$ cat src/rtl/shift_deser.sv
// Serial-to-parallel receiver: rebuilds WIDTH-bit words from an MSB- or LSB-first bit stream.
// Word appears on dout on the same edge as its last bit; one-word holding slot, a word that
// completes while the slot is still occupied is dropped and raises the sticky overrun flag.
module shift_deser #(
    parameter  int WIDTH = 4,
    localparam int CNT_W = $clog2(WIDTH)
) (
    input  logic             clk,
    input  logic             rst,
    input  logic             sin,
    input  logic             sin_valid,
    input  logic             dir,
    input  logic             frame_start,
    input  logic             dout_ready,
    input  logic             overrun_clr,
    output logic [WIDTH-1:0] dout,
    output logic             dout_valid,
    output logic             overrun,
    output logic             busy,
    output logic [CNT_W-1:0] bit_cnt
);

    localparam logic [CNT_W-1:0] LAST_BIT = CNT_W'(WIDTH - 1);

    logic [WIDTH-1:0] sreg;
    logic [WIDTH-1:0] sreg_base;
    logic [WIDTH-1:0] shifted;
    logic [CNT_W-1:0] cnt_base;
    logic             dir_lat;
    logic             dir_eff;
    logic             word_done;
    logic             slot_free;

    // frame_start discards the partial word first, so an accompanying bit starts a fresh word
    always_comb begin
        sreg_base = frame_start ? '0 : sreg;
        cnt_base  = frame_start ? '0 : bit_cnt;
        dir_eff   = (frame_start || (bit_cnt == '0)) ? dir : dir_lat;
        shifted   = dir_eff ? {sin, sreg_base[WIDTH-1:1]}
                            : {sreg_base[WIDTH-2:0], sin};
        word_done = sin_valid && (cnt_base == LAST_BIT);
        slot_free = !dout_valid || dout_ready;
    end

    always_ff @(posedge clk or negedge rst) begin
        if (!rst) begin
            sreg    <= '0;
            bit_cnt <= '0;
            dir_lat <= 1'b0;
        end else begin
            if (frame_start || (sin_valid && (bit_cnt == '0))) begin
                dir_lat <= dir;
            end
            if (sin_valid) begin
                sreg    <= shifted;
                bit_cnt <= word_done ? '0 : cnt_base + CNT_W'(1);
            end else if (frame_start) begin
                sreg    <= '0;
                bit_cnt <= '0;
            end
        end
    end

    // Holding slot: a completing word may replace the held one only if it leaves this edge
    always_ff @(posedge clk or negedge rst) begin
        if (!rst) begin
            dout       <= '0;
            dout_valid <= 1'b0;
            overrun    <= 1'b0;
        end else begin
            if (word_done && slot_free) begin
                dout       <= shifted;
                dout_valid <= 1'b1;
            end else if (dout_valid && dout_ready) begin
                dout_valid <= 1'b0;
            end
            if (word_done && !slot_free) begin
                overrun <= 1'b1;
            end else if (overrun_clr) begin
                overrun <= 1'b0;
            end
        end
    end

    assign busy = (bit_cnt != '0);

endmodule

$ cat config.mk
export PLATFORM = sky130hd
export DESIGN_NAME = shift_deser
export DESIGN_NICKNAME = d
export VERILOG_FILES = /design/src/rtl/shift_deser.sv
export SDC_FILE = /design/constraint.sdc
export NUM_CORES = 1
export LEC_CHECK = 0
export ABC_AREA = 0
export BUFFER_PORTS_ARGS = -buffer_cell sky130_fd_sc_hd__buf_2
export CAP_MARGIN = 20
export CORE_MARGIN = 1
export CORE_UTILIZATION = 25
export DETAILED_ROUTE_END_ITERATION = 16
export SKIP_CTS_REPAIR_TIMING = 1
export SYNTH_ARGS = -nofsm -noshare
export SYNTH_HDL_FRONTEND = slang
export SYNTH_SLANG_ARGS = --single-unit
export TNS_END_PERCENT = 30
$ cat constraint.sdc
create_clock -name clk -period 1.6 [get_ports clk]
set_clock_uncertainty 0.05 [all_clocks]
set_input_delay 0.16 -clock clk [delete_from_list [all_inputs] [get_ports clk]]
set_output_delay 0.16 -clock clk [all_outputs]
set_load 0.02 [all_outputs]
==> impl_results.md <==
* Met3 Track Usage GR at 2.61%
* Commonest non-fill, non-tap cell in the layout: buf_2
* WP data arrival at 1.63 ns
* Starting DRT DRC Count at 10
* Seq/Total Area, Yosys at 51.0%
* Mapped cell area at 638 um^2
* Final Cell Area at 827 um^2
* M1 GR Usage at 16.7%
* Unrepaired setup endpoints after global routing: false
* Site Rows at 17
* Effective utilization at floorplan at approximately 28%
* Chip Height at 52.5 um
* WL/cell at ~12 um
* Final hold violation count at 0
* GRT Total Usage at 11.7%
* Core Area at approximately 2300 um^2
* Worst ir drop on vdd at 0.000426 V
* Worst R2R Path Depth at 4
* RR Endpoint: dout[0]
* Antenna violations before repair at 0
* Pwr Density at 1060 nW/um^2
* Synthesized Nets at 73
* Max-cap viol count at 0
* Critical path peak fanout at 5
* Hold Path Sink: overrun
* FF-to-FF setup slack at about 0.12 ns
* Final WS setup at 0.117 ns
* Fraction of layout cells with a size suffix above 1 at 34.9%
* Clk Latency, worst-skew pair at 0.27 ns
* Unique cell type count in the Yosys netlist at 27
* Final ANT Viol Nets at 0
* Critical path capture point type: flop
* Antenna fix cells at 0
* Cell count of the worst hold path at 2
* Post-layout min period at around 1.5 ns
* Top achievable clock speed at between 600 and 700 MHz
* DP HPWL at between 1000 and 1500 um
* Commonest non-fill, non-tap cells in the layout: buf_2 (16), dfrtp_1 (11), nand2_1 (7)
* Global-route wire length before repair at roughly 2300 um
* DR DRC count at 0
* Dpl ws at 0.0173 ns
* Routed wire length at 1340 um
* Maximum root-to-sink buffer count at 2
* #FFs+latches synth at 13
* Status: finished, final reports clean
* Min-delay src: overrun_clr
* Post-Syn Instances at 64
* RePlAce Congestion at just over 0.8
* Ports at 17
* DIE AREA at 2760 um^2
* Syn-to-layout area delta at 29.6%
* Layer with the highest usage: met1
* TritonCTS Sinks at 13
* Reg-to-Reg Start: bit_cnt[1]
* Cts bufs inserted at 3
* Nets at 96
* Relative slew margins at about four fifths
* Largest net degree at the start of global routing at 14
* Vias at 514
* Clock transition at path regs at 0.08 ns
* Die Wd at roughly 53 um
* Min-Delay Path Class: in2reg
* Yosys warnings at 0
* GRT overflow at 0
* CTS tree: done
* Slew Limit Fails at 0
* Vias in the first global route at 491
* Final setup vio count at 0
* Setup crit start kind: flop
* Static Leak at 0.409 nW
* Setup TNS at 0 ns
* Root buffer cell: clkbuf_4
* H-tree Lvls at 1
* Worst EP required at approximately 1.8 ns
* Via density at around 4.5
* Post-Place Cell Area at 768 um^2
* Port Buffers at 16
* Syn Area/Cell at 9.97 um^2
* Fin crit share at 92.7%
* CP Class: reg2reg
* Met2 Use GR at 15.8%
* Drt pass-1 iters at 4
* Slew @ Worst Pin at 0.313 ns
[worst max-delay path: stages, from the launching register on]
cell	delay (ns)
dfrtp_2	0.44
nor2_1	0.28
a21boi_4	0.12
or3b_1	0.35
a31oi_1	0.16
[synthesized netlist by cell type]
cell type,count,area [um^2]
mux2i_1,2,20.0
ha_1,1,12.5
inv_1,3,11.3
nand2_1,7,26.3
o21ai_2,1,8.76
o21ai_0,1,5.00
a22o_1,1,8.76
or3b_1,1,8.76
a21boi_2,1,11.3
nand2b_1,3,18.8
mux2_2,1,11.3
o21ai_1,2,10.0
xnor2_1,1,8.76
o22ai_1,2,12.5
nor2b_1,3,18.8
a22oi_1,1,7.51
a2bb2oi_1,2,17.5
dfrtp_1,13,325
and3_1,1,6.26
o21bai_1,1,7.51
nand3_1,2,10.0
nor2_1,6,22.5
clkbuf_1,2,7.51
a211oi_1,2,15.0
nand4b_1,1,8.76
a21oi_1,1,5.00
a31oi_1,2,12.5
[metrics by stage]
step                      total power, mW  cells  utilization (%)  hold slack, ns
after floorplan                     0.579     64                -          -0.186
after global placement              0.666    109             33.1          0.0102
after detailed placement            0.670    109             33.1          0.0150
after CTS                           0.875    113             34.3          -0.289
after global routing                0.936    114             35.7          0.0186
final                               0.877    114             35.7          0.0207
[state kept, by name, indices dropped and copies added (netlist names)]
register / count
sreg: 4
dout: 4
overrun: 1
dout_valid: 1
dir_lat: 1
bit_cnt: 2
[cells by family after synthesis]
family,share of synthesized area (%)
mux,4.90
fa+ha+maj,1.96
buf+inv,2.94
flops,51.0
xor+xnor,1.37
simple gates,18.8
compound gates,19.0
[final cells by class]
type                            instances  area [um^2]
Tap cell                               28         35.0
Fill cell                             237         1490
Clock buffer                            4         26.3
Inverter                                3         11.3
Sequential cell                        13          328
Timing Repair Buffer                   20          113
Multi-Input combinational cell         46          314
[where the power goes]
part | leakage [nW] | internal (mW) | switching, mW
clock network | 0.0150 | 0.0966 | 0.106
logic | 0.226 | 0.112 | 0.149
registers | 0.167 | 0.378 | 0.0353
[layer usage]
layer / up-vias / share of wire [%]
met2: 12 / 43
li1: 271 / -
met1: 229 / 52
met3: 2 / 4.3
met4: 0 / 1.0
met5: - / 0
[worst max-delay path by stage]
stage,slack [ns],end,cells after the start,from
3_5_place_dp,0.02,dout[1],6,bit_cnt[0]
5_1_grt,0.02,dout[1],6,bit_cnt[0]
6_report,0.12,dout[0],4,bit_cnt[1]
2_1_floorplan,0.01,dout[1],6,bit_cnt[0]
3_3_place_gp,0.07,dout[1],6,bit_cnt[0]
4_1_cts,-0.02,dout[1],6,bit_cnt[0]
Power figures use the tool's default switching activity.
